===== src/rtl/mon_pkg.sv =====
// Shared types for the output-side capture monitor: the FIFO entry record and FSM states.
package mon_pkg;
    localparam int MON_WIDTH = 1;
    localparam int MON_TS_W  = 32;

    typedef struct packed {
        logic [MON_TS_W-1:0]  ts;
        logic [MON_WIDTH-1:0] data;
    } mon_entry_t;

    typedef enum logic {
        IDLE = 1'b0,
        RUN  = 1'b1
    } mon_state_e;
endpackage


===== src/rtl/mon_fifo.sv =====
// Synchronous FIFO with registered read port; a pop frees its slot before a same-cycle push is judged.
module mon_fifo
    import mon_pkg::*;
#(
    parameter type entry_t = mon_entry_t,
    parameter int  DEPTH   = 16
) (
    input  logic               clk,
    input  logic               rst,
    input  logic               push,
    input  entry_t             wdata,
    input  logic               pop,
    output entry_t             rdata,
    output logic               rvalid,
    output logic               drop,
    output logic [$clog2(DEPTH):0] count,
    output logic               full,
    output logic               empty
);
    localparam int AW = $clog2(DEPTH);
    localparam int CW = AW + 1;

    entry_t        mem [DEPTH];
    logic [AW-1:0] wptr;
    logic [AW-1:0] rptr;
    logic          pop_ok;
    logic          push_ok;

    assign full    = (count == CW'(DEPTH));
    assign empty   = (count == '0);
    assign pop_ok  = pop && !empty;
    assign push_ok = push && (!full || pop_ok);
    assign drop    = push && !push_ok;

    always_ff @(posedge clk) begin
        if (push_ok) mem[wptr] <= wdata;
    end

    always_ff @(posedge clk or negedge rst) begin
        if (!rst) begin
            wptr   <= '0;
            rptr   <= '0;
            count  <= '0;
            rdata  <= '0;
            rvalid <= 1'b0;
        end else begin
            rvalid <= pop_ok;
            if (push_ok) wptr <= wptr + AW'(1);
            if (pop_ok) begin
                rptr  <= rptr + AW'(1);
                rdata <= mem[rptr];
            end
            case ({push_ok, pop_ok})
                2'b10:   count <= count + CW'(1);
                2'b01:   count <= count - CW'(1);
                default: count <= count;
            endcase
        end
    end
endmodule


===== src/rtl/mon_capture.sv =====
// Records every change of a monitored DUT output with a cycle timestamp and hands the
// records to a reader through a registered pop handshake.
module mon_capture
    import mon_pkg::*;
#(
    parameter int ID    = 1,
    parameter int WIDTH = 1,
    parameter int DEPTH = 16,
    parameter int TS_W  = 32
) (
    input  logic                   clk,
    input  logic                   rst,
    input  logic                   en,
    input  logic [WIDTH-1:0]       sample,
    input  logic                   rd_en,
    output logic                   rd_valid,
    output logic [TS_W-1:0]        rd_ts,
    output logic [WIDTH-1:0]       rd_data,
    output logic [$clog2(DEPTH):0] count,
    output logic                   empty,
    output logic                   overflow,
    input  logic                   clr_ovf
);
    typedef struct packed {
        logic [TS_W-1:0]  ts;
        logic [WIDTH-1:0] data;
    } entry_t;

    // Instance id only matters to the software side; kept visible as a constant net.
    logic [31:0] id_unused;
    assign id_unused = ID;

    mon_state_e       state;
    logic [TS_W-1:0]  ts;
    logic [WIDTH-1:0] last_q;
    logic             push;
    logic             drop;
    logic             full;
    entry_t           wdata;
    entry_t           rdata;

    always_comb begin
        push = 1'b0;
        case (state)
            IDLE:    push = en;
            RUN:     push = en && (sample != last_q);
            default: push = 1'b0;
        endcase
    end

    assign wdata = '{ts: ts, data: sample};

    // last_q follows the sample even when the push is dropped, so the next
    // recorded change is relative to what the DUT actually showed.
    always_ff @(posedge clk or negedge rst) begin
        if (!rst) begin
            state    <= IDLE;
            ts       <= '0;
            last_q   <= '0;
            overflow <= 1'b0;
        end else begin
            ts    <= ts + TS_W'(1);
            state <= en ? RUN : IDLE;
            if (en) last_q <= sample;
            if (drop)         overflow <= 1'b1;
            else if (clr_ovf) overflow <= 1'b0;
        end
    end

    mon_fifo #(
        .entry_t (entry_t),
        .DEPTH   (DEPTH)
    ) u_fifo (
        .clk    (clk),
        .rst    (rst),
        .push   (push),
        .wdata  (wdata),
        .pop    (rd_en),
        .rdata  (rdata),
        .rvalid (rd_valid),
        .drop   (drop),
        .count  (count),
        .full   (full),
        .empty  (empty)
    );

    assign rd_ts   = rdata.ts;
    assign rd_data = rdata.data;
endmodule


===== config.mk =====
export PLATFORM = sky130hd
export DESIGN_NAME = mon_capture
export DESIGN_NICKNAME = d
export VERILOG_FILES = /design/src/rtl/mon_pkg.sv /design/src/rtl/mon_fifo.sv /design/src/rtl/mon_capture.sv
export SDC_FILE = /design/constraint.sdc
export NUM_CORES = 1
export LEC_CHECK = 0
export ABC_AREA = 1
export BUFFER_PORTS_ARGS = -buffer_cell sky130_fd_sc_hd__buf_2
export CAP_MARGIN = 25
export CORE_ASPECT_RATIO = 1.2
export CORE_MARGIN = 3
export CORE_UTILIZATION = 35
export DETAILED_ROUTE_END_ITERATION = 16
export GPL_TIMING_DRIVEN = 0
export PLACE_DENSITY_LB_ADDON = 0.3
export SETUP_SLACK_MARGIN = 0.05
export SYNTH_ARGS = -nofsm -noshare
export SYNTH_HDL_FRONTEND = slang
export SYNTH_SLANG_ARGS = --single-unit

===== constraint.sdc =====
create_clock -name clk -period 4.1 [get_ports clk]
set_input_delay 0.82 -clock clk [delete_from_list [all_inputs] [get_ports clk]]
set_output_delay 0.82 -clock clk [all_outputs]
set_load 0.05 [all_outputs]

==> flow_metrics.py, run 1 <==
metrics = {
    "critical_path": {
        "end_kind": "register",
        "worst_r2r_path_depth": 14,
        "r2r-start": "u_fifo.count[0]",
        "path_max_fanout": 11,
        "cp.required_ns": 4.66,
        "crit_start": "u_fifo.count[0]",
        "critical_path_class": "reg -> reg",
        "start_kind": "register",
        "arrival_ns": 3.50,
    },
    "routing": {
        "ant_nets": 0,
        "vias": 16287,
        "wl_per_cell_um": 21.05,
        "drt-total-wl_um": 68490,
        "drtIter0Drc": 1387,
        "drc": 0,
        "viasPerCell": 5.005,
        "firstDrtPassIters": 5,
    },
    "power": {
        "p_leak_nw": 11.08,
        "power_density_nw_per_um2": 696.0,
        "power_mw": 19.94,
        "ir_drop_v": 0.0005053,
    },
    "cts": {
        "numClockSinks": 610,
        "clkLatencyLatePin_ns": 0.64,
        "hold_buffers": 0,
        "clock_path_buffers": 3,
        "h-tree-depth": 2,
        "cts_setup_buffers": 0,
        "cts_tree": "built",
        "path_clk_slew_ns": 0.06,
        "cts-resized-gates": 0,
        "clk_root_buffer_cell": "clkbuf_16",
        "cts_buffers": 60,
    },
    "cells_and_area": {
        "drive_gt1_share_pct": 10.96,
        "diodes": 0,
        "stdcell_area_um2": 28650,
        "nets": 2302,
        "syn2layout_area_growth_pct": 16.01,
        "n_fill_cell": 6609,
    },
    "synthesis": {
        "synth_edf_count": 528,
        "synth_ff_type": "edfxtp_1",
        "synth_async_sr_flop_share_pct": 13.44,
        "ys_seq_elements": 610,
        "avgSynthCellArea_um2": 11.44,
        "yosysTopAreaCell": "edfxtp_1",
        "netlist_area_um2": 24700,
        "yosysMostFrequentCell": "nand2_1",
        "synthCells": 2158,
        "yosysWarnings": 0,
        "synth_top_cell_area_share_pct": 64.20,
        "synth_commonest_cells": "nand2_1 (876), edfxtp_1 (528), nand3_1 (362), dfrtp_1 (82), buf_2 (77)",
        "synth_nets": 2175,
        "synth.distinct_cells": 29,
        "synth-seq-area-share_pct": 72.51,
        "yosys-top-cells-area": "edfxtp_1 (64%), nand2_1 (13%), dfrtp_1 (8.3%)",
    },
    "global_route": {
        "grt_pass1_vias": 16260,
        "overflow": 0,
        "grt_pass1_wl_um": 102500,
        "gr-usage-all-layers_pct": 18.36,
        "antenna_found_initial": 0,
        "grt_max_degree": 48,
    },
    "place": {
        "place.gp.congestion": 0.8527,
        "placed_cell_area_um2": 26650,
        "hpwl_um": 46260,
        "numPortBuffers": 46,
    },
    "worst_hold_path": {
        "hold_path.class": "in -> async",
    },
    "timing": {
        "tightest_slew_ns": 0.8809,
        "report.final.slew_viol_count": 0,
        "setup_violations": 0,
        "fmax_mhz": 339.3,
        "relSlewSlack_pct": 41.28,
        "fin_crit_ns": 2.947,
        "period_share_pct": 71.87,
        "rsz0062_at_grt": "false",
        "final_hold_viol_count": 0,
        "fin_skew_ns": 0.02221,
    },
    "floorplanning": {
        "core-area_um2": 69760,
        "die_w_um": 248.5,
        "start_util_pct": 35.40,
        "die_y_um": 297.0,
        "num_rows": 106,
        "dieArea_um2": 73800,
        "boundaryPins": 47,
    },
    "run_status": {
        "status": "complete, no violations",
    },
    "job": {
        "drv_cap": 0,
    },
}
## logic make-up (layout without fill, tap and decap cells)
family / after synthesis / in the layout / share of synthesized area, %
and+or+nand+nor: 1312 / 1312 / 21.99
DFF: 610 / 610 / 72.51
buffers and inverters: 147 / 325 / 2.746
AOI/OAI and AO/OA: 44 / 44 / 0.9626
xor gates and xnor gates: 34 / 34 / 1.206
adders and majority gates: 11 / 11 / 0.5877
## stage by stage
step | hold slack (ns) | TNS [ns] | std cells | utilization [%] | setup slack, ns
detailed placement | 0.4606 | 0 | 3141 | 38.20 | 0.6639
floorplan | 0.4968 | 0 | 2158 | - | 0.7879
global placement | 0.4589 | -650.96 | 3122 | 37.38 | -1.599
CTS | 0.2134 | 0 | 3254 | 41.07 | 1.105
finish | 0.2081 | 0 | 3254 | 41.07 | 1.153
global route | 0.2314 | 0 | 3254 | 41.07 | 0.9040
## state kept, by name (all words and copies together), names as in the netlist, 4 cells and up
register,cells
u_fifo.count,5
u_fifo.wptr,4
u_fifo.rptr,4
u_fifo.mem,528
u_fifo.rdata,33
ts,32
## layout by cell type, fill, tap and decap left out, types with 10 or more instances in the layout
| master | synthesis | final |
|---|---|---|
| nand2_1 | 876 | 876 |
| edfxtp_1 | 528 | 528 |
| nand3_1 | 362 | 362 |
| buf_2 | 77 | 122 |
| dfrtp_1 | 82 | 82 |
| clkbuf_16 | 0 | 62 |
| clkbuf_1 | 22 | 43 |
| nor2_1 | 52 | 36 |
| a21oi_1 | 32 | 32 |
| inv_1 | 31 | 31 |
| xor2_1 | 22 | 22 |
| nor2_4 | 1 | 17 |
| xnor2_1 | 12 | 12 |
| nor3_1 | 11 | 11 |
| buf_16 | 0 | 11 |
| ha_1 | 10 | 10 |
## worst paths after layout
kind,to,slack (ns)
max,u_fifo.count[4],1.15
min,u_fifo.rdata[13],0.21
max reg2reg,u_fifo.count[4],1.15
min reg2reg,u_fifo.rdata[5],0.47
max in group asynchronous,u_fifo.rdata[23],3.21
min in group clk,state,0.35
## per-layer routing
metal	share of wire [%]	vias up	GRT usage, %
met5	0	-	0
met1	39	7982	22.11
met3	5.6	134	2.851
met2	51	494	33.22
met4	3.6	0	6.672
li1	-	7677	-
## where the power goes
group	switching, mW	internal, mW
clock	2.33	3.26
sequential	0.204	7.21
combinational	5.14	1.80
total	7.67	12.3
## worst max-delay path, stage by stage (launching register included)
cell     delay (ns)
dfrtp_1        0.42
inv_1          0.12
nand3_1        0.17
o21ai_4        0.48
inv_2          0.10
buf_6          0.18
buf_4          0.21
ha_1           0.29
ha_1           0.32
nand2_1        0.09
nand2_1        0.05
a21oi_1        0.15
xor2_1         0.16
nand2_1        0.06
nand2_1        0.05
## final cells by class
cell class / instances / area [um2] / area share [%]
Clock inverter: 24 / 287.8 / 1.004
Sequential cell: 610 / 17910 / 62.50
Clock buffer: 89 / 1713 / 5.978
Timing Repair Buffer: 65 / 685.7 / 2.393
Inverter: 34 / 127.6 / 0.4454
Multi-Input combinational cell: 1401 / 6232 / 21.75
Buffer: 113 / 550.5 / 1.921
Tap cell: 918 / 1149 / 4.009
Note: power is estimated with default switching activity, not from simulation.
==> inputs of run 2 (changes only) <==
clock period = 2.7 ns   (was 4.1 ns; I/O delays follow)
==> flow_metrics.py, run 2 (same netlist as run 1, synthesis figures left out) <==
metrics = {
    "cts": {
        "numClockSinks": 610,
        "h-tree-depth": 2,
        "clk_root_buffer_cell": "clkbuf_16",
        "cts_tree": "built",
        "cts_buffers": 60,
        "clock_path_buffers": 3,
        "clkLatencyLatePin_ns": 0.64,
        "path_clk_slew_ns": 0.06,
    },
    "routing": {
        "drc": 0,
        "drtIter0Drc": 1460,
        "wl_per_cell_um": 21.53,
        "ant_nets": 0,
        "drt-total-wl_um": 70480,
        "vias": 16488,
        "viasPerCell": 5.038,
        "firstDrtPassIters": 5,
    },
    "cells_and_area": {
        "diodes": 0,
        "layout_common_cells": "nand2_1 (876), edfxtp_1 (528), nand3_1 (361)",
        "syn2layout_area_growth_pct": 17.86,
        "layout_commonest_cell": "nand2_1",
        "largest_reg_flops": 528,
        "drive_gt1_share_pct": 12.57,
        "stdcell_area_um2": 29110,
        "nets": 2320,
        "top_register": "u_fifo.mem",
        "largest_registers": "u_fifo.mem x528, u_fifo.rdata x33, ts x32",
    },
    "critical_path": {
        "path_max_fanout": 11,
        "crit_chain": "nor2_2 -> nand3_2 -> o21ai_4 -> inv_2 -> buf_6 -> buf_4 -> ha_4 -> ha_1 -> nand2_1 -> nand2_1 -> a21oi_2 -> xor2_1 -> nand2_1 -> nand2_1",
        "slowest_stage": "dfrtp_1",
        "cp.required_ns": 3.27,
        "crit_family": "simple AND/OR/NAND/NOR gates",
        "path_common_cell": "nand2_1",
        "crit_path_max_incr_delay_ns": 0.42,
        "worst-path-buf-inv": 3,
        "start_kind": "register",
        "arrival_ns": 3.10,
        "critical_path_class": "reg -> reg",
        "end_kind": "register",
    },
    "timing": {
        "fin_skew_ns": 0.02038,
        "fin_crit_ns": 2.532,
        "report.final.slew_viol_count": 0,
        "relSlewSlack_pct": 32.82,
        "fmax_mhz": 395.0,
        "final_hold_viol_count": 0,
        "rsz0062_at_grt": "false",
        "period_share_pct": 93.78,
        "tightest_slew_ns": 1.008,
        "tns_ns": 0,
        "setup_violations": 0,
        "setup_slack_ns": 0.1681,
    },
    "power": {
        "power_mw": 31.18,
        "ir_drop_v": 0.0006801,
        "power_density_nw_per_um2": 1071,
        "p_int_mw": 19.30,
        "p_leak_nw": 11.28,
        "power_frac_comb_pct": 34.5,
        "switching_share_pct": 38.11,
        "p_seq_share_pct": 36.1,
        "pwr-share-clk_pct": 29.4,
        "p_sw_mw": 11.88,
    },
    "floorplanning": {
        "boundaryPins": 47,
        "core-area_um2": 69760,
        "dieArea_um2": 73800,
        "start_util_pct": 35.40,
        "die_w_um": 248.5,
        "num_rows": 106,
        "die_y_um": 297.0,
    },
    "global_route": {
        "gr-usage-all-layers_pct": 18.53,
        "use_met3_pct": 1.941,
        "grt_pass1_vias": 16300,
        "overflow": 0,
        "antenna_found_initial": 0,
        "grt.busiest_layer": "met2",
        "use_met1_pct": 22.69,
        "grt_use_met2_pct": 33.20,
        "grt_pass1_wl_um": 103100,
        "grt_max_degree": 49,
    },
    "run_status": {
        "status": "complete, no violations",
    },
    "place": {
        "place.gp.congestion": 0.8481,
        "hpwl_um": 46070,
        "placed_cell_area_um2": 26590,
        "place_ws_ns": -0.4798,
        "numPortBuffers": 46,
    },
    "worst_hold_path": {
        "hold_path.class": "in -> reg",
    },
    "job": {
        "drv_cap": 0,
    },
}
run 2: worst paths after layout:
kind | cells after the start | slack [ns] | end | start
worst max register to register | 14 | 0.17 | u_fifo.count[4] | u_fifo.count[3]
max in group asynchronous | 3 | 1.54 | u_fifo.rdata[27] | rst
worst max-delay path | 14 | 0.17 | u_fifo.count[4] | u_fifo.count[3]
min in group asynchronous | 2 | 0.46 | u_fifo.count[0] | rst
worst min-delay path | 1 | 0.07 | state | en
worst min register to register | 2 | 0.47 | u_fifo.rdata[20] | u_fifo.rdata[20]
run 2: per-stage QoR:
stage	util [%]	std cells	hold slack, ns
finish	41.72	3273	0.06543
global route	41.72	3273	0.04952
CTS	41.30	3256	0.02412
detailed placement	38.11	3140	0.4608
global placement	37.51	3122	0.4607
floorplan	-	2158	0.2444
run 2: power groups by stage:
stage               clock (mW)  sequential (mW)  combinational (mW)
floorplan                    0             12.4                5.75
global placement             0             11.5                10.3
detailed placement           0             11.5                10.6
CTS                       9.32             11.3                10.7
global route              9.67             11.3                11.7
finish                    9.16             11.3                10.8
run 2: per-layer routing:
| metal | vias to the layer above | part of all wire, % | wire length [um] |
|---|---|---|---|
| met5 | - | 0 | 0 |
| met4 | 0 | 3.7 | 2575 |
| met3 | 132 | 4.9 | 3472 |
| met2 | 530 | 51 | 36160 |
| met1 | 8128 | 40 | 28270 |
| li1 | 7698 | - | - |
run 2: cell type report:
cell class,instances,area (um2)
well taps,918,1149
clock buffers,82,1684
clock inverters,32,513.0
multi-input cells,1401,6261
plain buffers,113,550.5
fillers,6618,40650
flip-flops and latches,610,17910
repair buffers,83,913.4
inverters,34,127.6
run 2: timing repair:
action | CTS | global route
buffers inserted | 1 | 17
pin swaps | 1 | 13
hold buffers | 1 | 0
gates resized for setup | 3 | 4
setup endpoints to repair | 3 | 254
endpoints found under the hold margin | 34 | 0
==> inputs of run 3 (changes only) <==
CAP_MARGIN = default   (was 25)
SLEW_MARGIN = 20   (was default)
SYNTH_HIERARCHICAL = 1   (was default)
==> flow_metrics.py, run 3 <==
metrics = {
    "run_status": {
        "status": "complete, no violations",
    },
    "synthesis": {
        "synth-simple-area-share_pct": 23.53,
        "yosysWarnings": 6,
        "synthMuxAreaShare_pct": 0,
        "yosysTopAreaCell": "edfxtp_1",
        "synth_nets": 2230,
        "synth_commonest_cells": "nand2_1 (909), edfxtp_1 (528), nand3_1 (412), dfrtp_1 (82), nor2_1 (52)",
        "synth_edf_count": 528,
        "yosys-top-cells-area": "edfxtp_1 (63%), nand2_1 (14%), nand3_1 (8.2%)",
        "avgSynthCellArea_um2": 11.35,
        "synth_xor_area_share_pct": 0.8016,
        "synth_top_family_by_area": "simple AND/OR/NAND/NOR gates",
        "netlist_area_um2": 25130,
        "yosys.area_share.adder_pct": 0.5278,
        "synth_async_sr_flop_share_pct": 13.44,
        "ys_seq_elements": 610,
        "synth_ff_type": "edfxtp_1",
        "synth_top_cell_area_share_pct": 63.10,
        "synthCells": 2214,
        "synth_compound_area_share_pct": 0.2290,
        "synth-seq-area-share_pct": 71.26,
        "yosysMostFrequentCell": "nand2_1",
        "synth.distinct_cells": 27,
    },
    "critical_path": {
        "arrival_ns": 2.96,
        "end_kind": "register",
        "cp.required_ns": 3.21,
        "path_max_fanout": 10,
        "start_kind": "register",
        "critical_path_class": "reg -> reg",
    },
    "cts": {
        "cts_buffers": 57,
        "cts_tree": "built",
        "path_clk_slew_ns": 0.06,
        "clk_root_buffer_cell": "clkbuf_16",
        "clock_path_buffers": 3,
        "numClockSinks": 610,
        "clkLatencyLatePin_ns": 0.62,
        "h-tree-depth": 2,
    },
    "timing": {
        "report.final.slew_viol_count": 0,
        "fmax_mhz": 408.6,
        "fin_skew_ns": 0.02410,
        "final_hold_viol_count": 0,
        "hold_slack_ns": 0.06678,
        "fin_crit_ns": 2.448,
        "period_share_pct": 90.65,
        "rsz0062_at_grt": "true",
        "setup_violations": 0,
        "tns_ns": 0,
        "tightest_slew_ns": 1.006,
        "relSlewSlack_pct": 32.93,
    },
    "routing": {
        "firstDrtPassIters": 5,
        "ant_nets": 0,
        "drtIter0Drc": 1584,
        "drt-total-wl_um": 74300,
        "viasPerCell": 5.140,
        "wl_per_cell_um": 22.32,
        "drc": 0,
        "vias": 17111,
    },
    "cells_and_area": {
        "drive_gt1_share_pct": 12.61,
        "stdcell_area_um2": 29360,
        "diodes": 0,
        "syn2layout_area_growth_pct": 16.85,
        "stdcell_count": 3329,
        "largest_reg_flops": 528,
        "top_register": "u_fifo/mem",
        "layout_common_cells": "nand2_1 (909), edfxtp_1 (528), nand3_1 (412)",
        "nets": 2371,
        "largest_registers": "u_fifo/mem x528, u_fifo/rdata x33, ts x32",
        "layout_commonest_cell": "nand2_1",
    },
    "floorplanning": {
        "die_w_um": 250.6,
        "core-area_um2": 71090,
        "die_y_um": 299.5,
        "dieArea_um2": 75060,
        "boundaryPins": 47,
        "start_util_pct": 35.35,
        "num_rows": 107,
    },
    "global_route": {
        "grt_max_degree": 65,
        "grt_pass1_wl_um": 109000,
        "gr-usage-all-layers_pct": 19.55,
        "antenna_found_initial": 1,
        "grt_pass1_vias": 16879,
        "overflow": 0,
    },
    "place": {
        "place.gp.congestion": 0.8375,
        "dp.cells": 3215,
        "hpwl_um": 48940,
        "placed_cell_area_um2": 27330,
        "numPortBuffers": 46,
    },
    "job": {
        "drv_cap": 0,
    },
    "power": {
        "ir_drop_v": 0.0005391,
        "power_density_nw_per_um2": 1049,
        "p_leak_nw": 11.58,
    },
    "worst_hold_path": {
        "hold_path.class": "in -> reg",
    },
}
## run 3: changes by cell type after synthesis, sizes merged, moves of 12 or more
cell / delta
nand2: +39
nand3: +50
nor3: -12
nor2: +12
buf: +12
a21oi: -27
## run 3: path summary, 6_finish.rpt
| kind | from | end | slack (ns) | cells past startpoint |
|---|---|---|---|---|
| setup / recovery | u_fifo/count[1] | u_fifo/count[4] | 0.25 | 14 |
| hold / removal | en | state | 0.07 | 1 |
| setup reg to reg | u_fifo/count[1] | u_fifo/count[4] | 0.25 | 14 |
| hold reg to reg | u_fifo/rdata[30] | u_fifo/rdata[30] | 0.47 | 2 |
| max in group asynchronous | rst | u_fifo/rdata[7] | 1.69 | 3 |
| min in group asynchronous | rst | u_fifo/count[3] | 0.34 | 2 |
## run 3: timing repair
action	CTS	global route
setup endpoints to repair	0	50
gates resized for setup	0	1
hold buffers	1	0
hold endpoints to repair	18	0
buffers inserted	0	6
## run 3: layer usage
metal | vias to the layer above | global-route usage [%] | share of wire (%)
met3 | 142 | 2.838 | 6.6
met1 | 8491 | 24.37 | 39
met5 | - | 0 | 0.023
met4 | 2 | 7.282 | 3.5
met2 | 631 | 34.52 | 51
li1 | 7845 | - | -
## run 3: cell families after synthesis
kind of cell             count (synthesis)
AO/OA/AOI/OAI                           11
flip-flops                             610
AND/OR/NAND/NOR                       1402
adder cells (fa/ha/maj)                 10
XOR/XNOR                                23
buffers and inverters                  158
## run 3: stage by stage
stage | util, % | worst slack, ns | power, mW
6_report | 41.31 | 0.2523 | 30.81
5_1_grt | 41.31 | 0.04972 | 32.24
4_1_cts | 41.17 | 0.09666 | 30.97
3_5_place_dp | 38.44 | -0.3413 | 22.68
3_3_place_gp | 37.31 | -2.784 | 22.22
2_1_floorplan | - | -0.4795 | 18.33
## run 3: critical path, stage by stage (launching register included)
cell	delay [ns]
dfrtp_1	0.44
nor2_1	0.17
nand3_1	0.11
nand2_1	0.13
buf_8	0.22
inv_2	0.11
nand2_1	0.14
inv_1	0.10
ha_1	0.33
a21oi_1	0.21
nand3_1	0.13
nand2_1	0.10
nand2_1	0.05
nand2_1	0.05
inv_1	0.04
## run 3: final cells by class
type | count | area, um2
clock inverters | 36 | 400.4
well taps | 926 | 1159
plain buffers | 118 | 772.0
repair buffers | 82 | 1020
clock buffers | 71 | 1530
inverters | 40 | 152.6
fillers | 6631 | 41730
flip-flops and latches | 610 | 17910
multi-input cells | 1446 | 6424
## run 3: report_power, final
part / total, mW / switching [mW] / leakage (nW) / internal, mW
sequential: 11.2 / 0.286 / 6.33 / 10.9
clock: 8.29 / 3.51 / 0.928 / 4.78
combinational: 11.3 / 8.26 / 4.32 / 3.08
total: 30.8 / 12.1 / 11.6 / 18.8
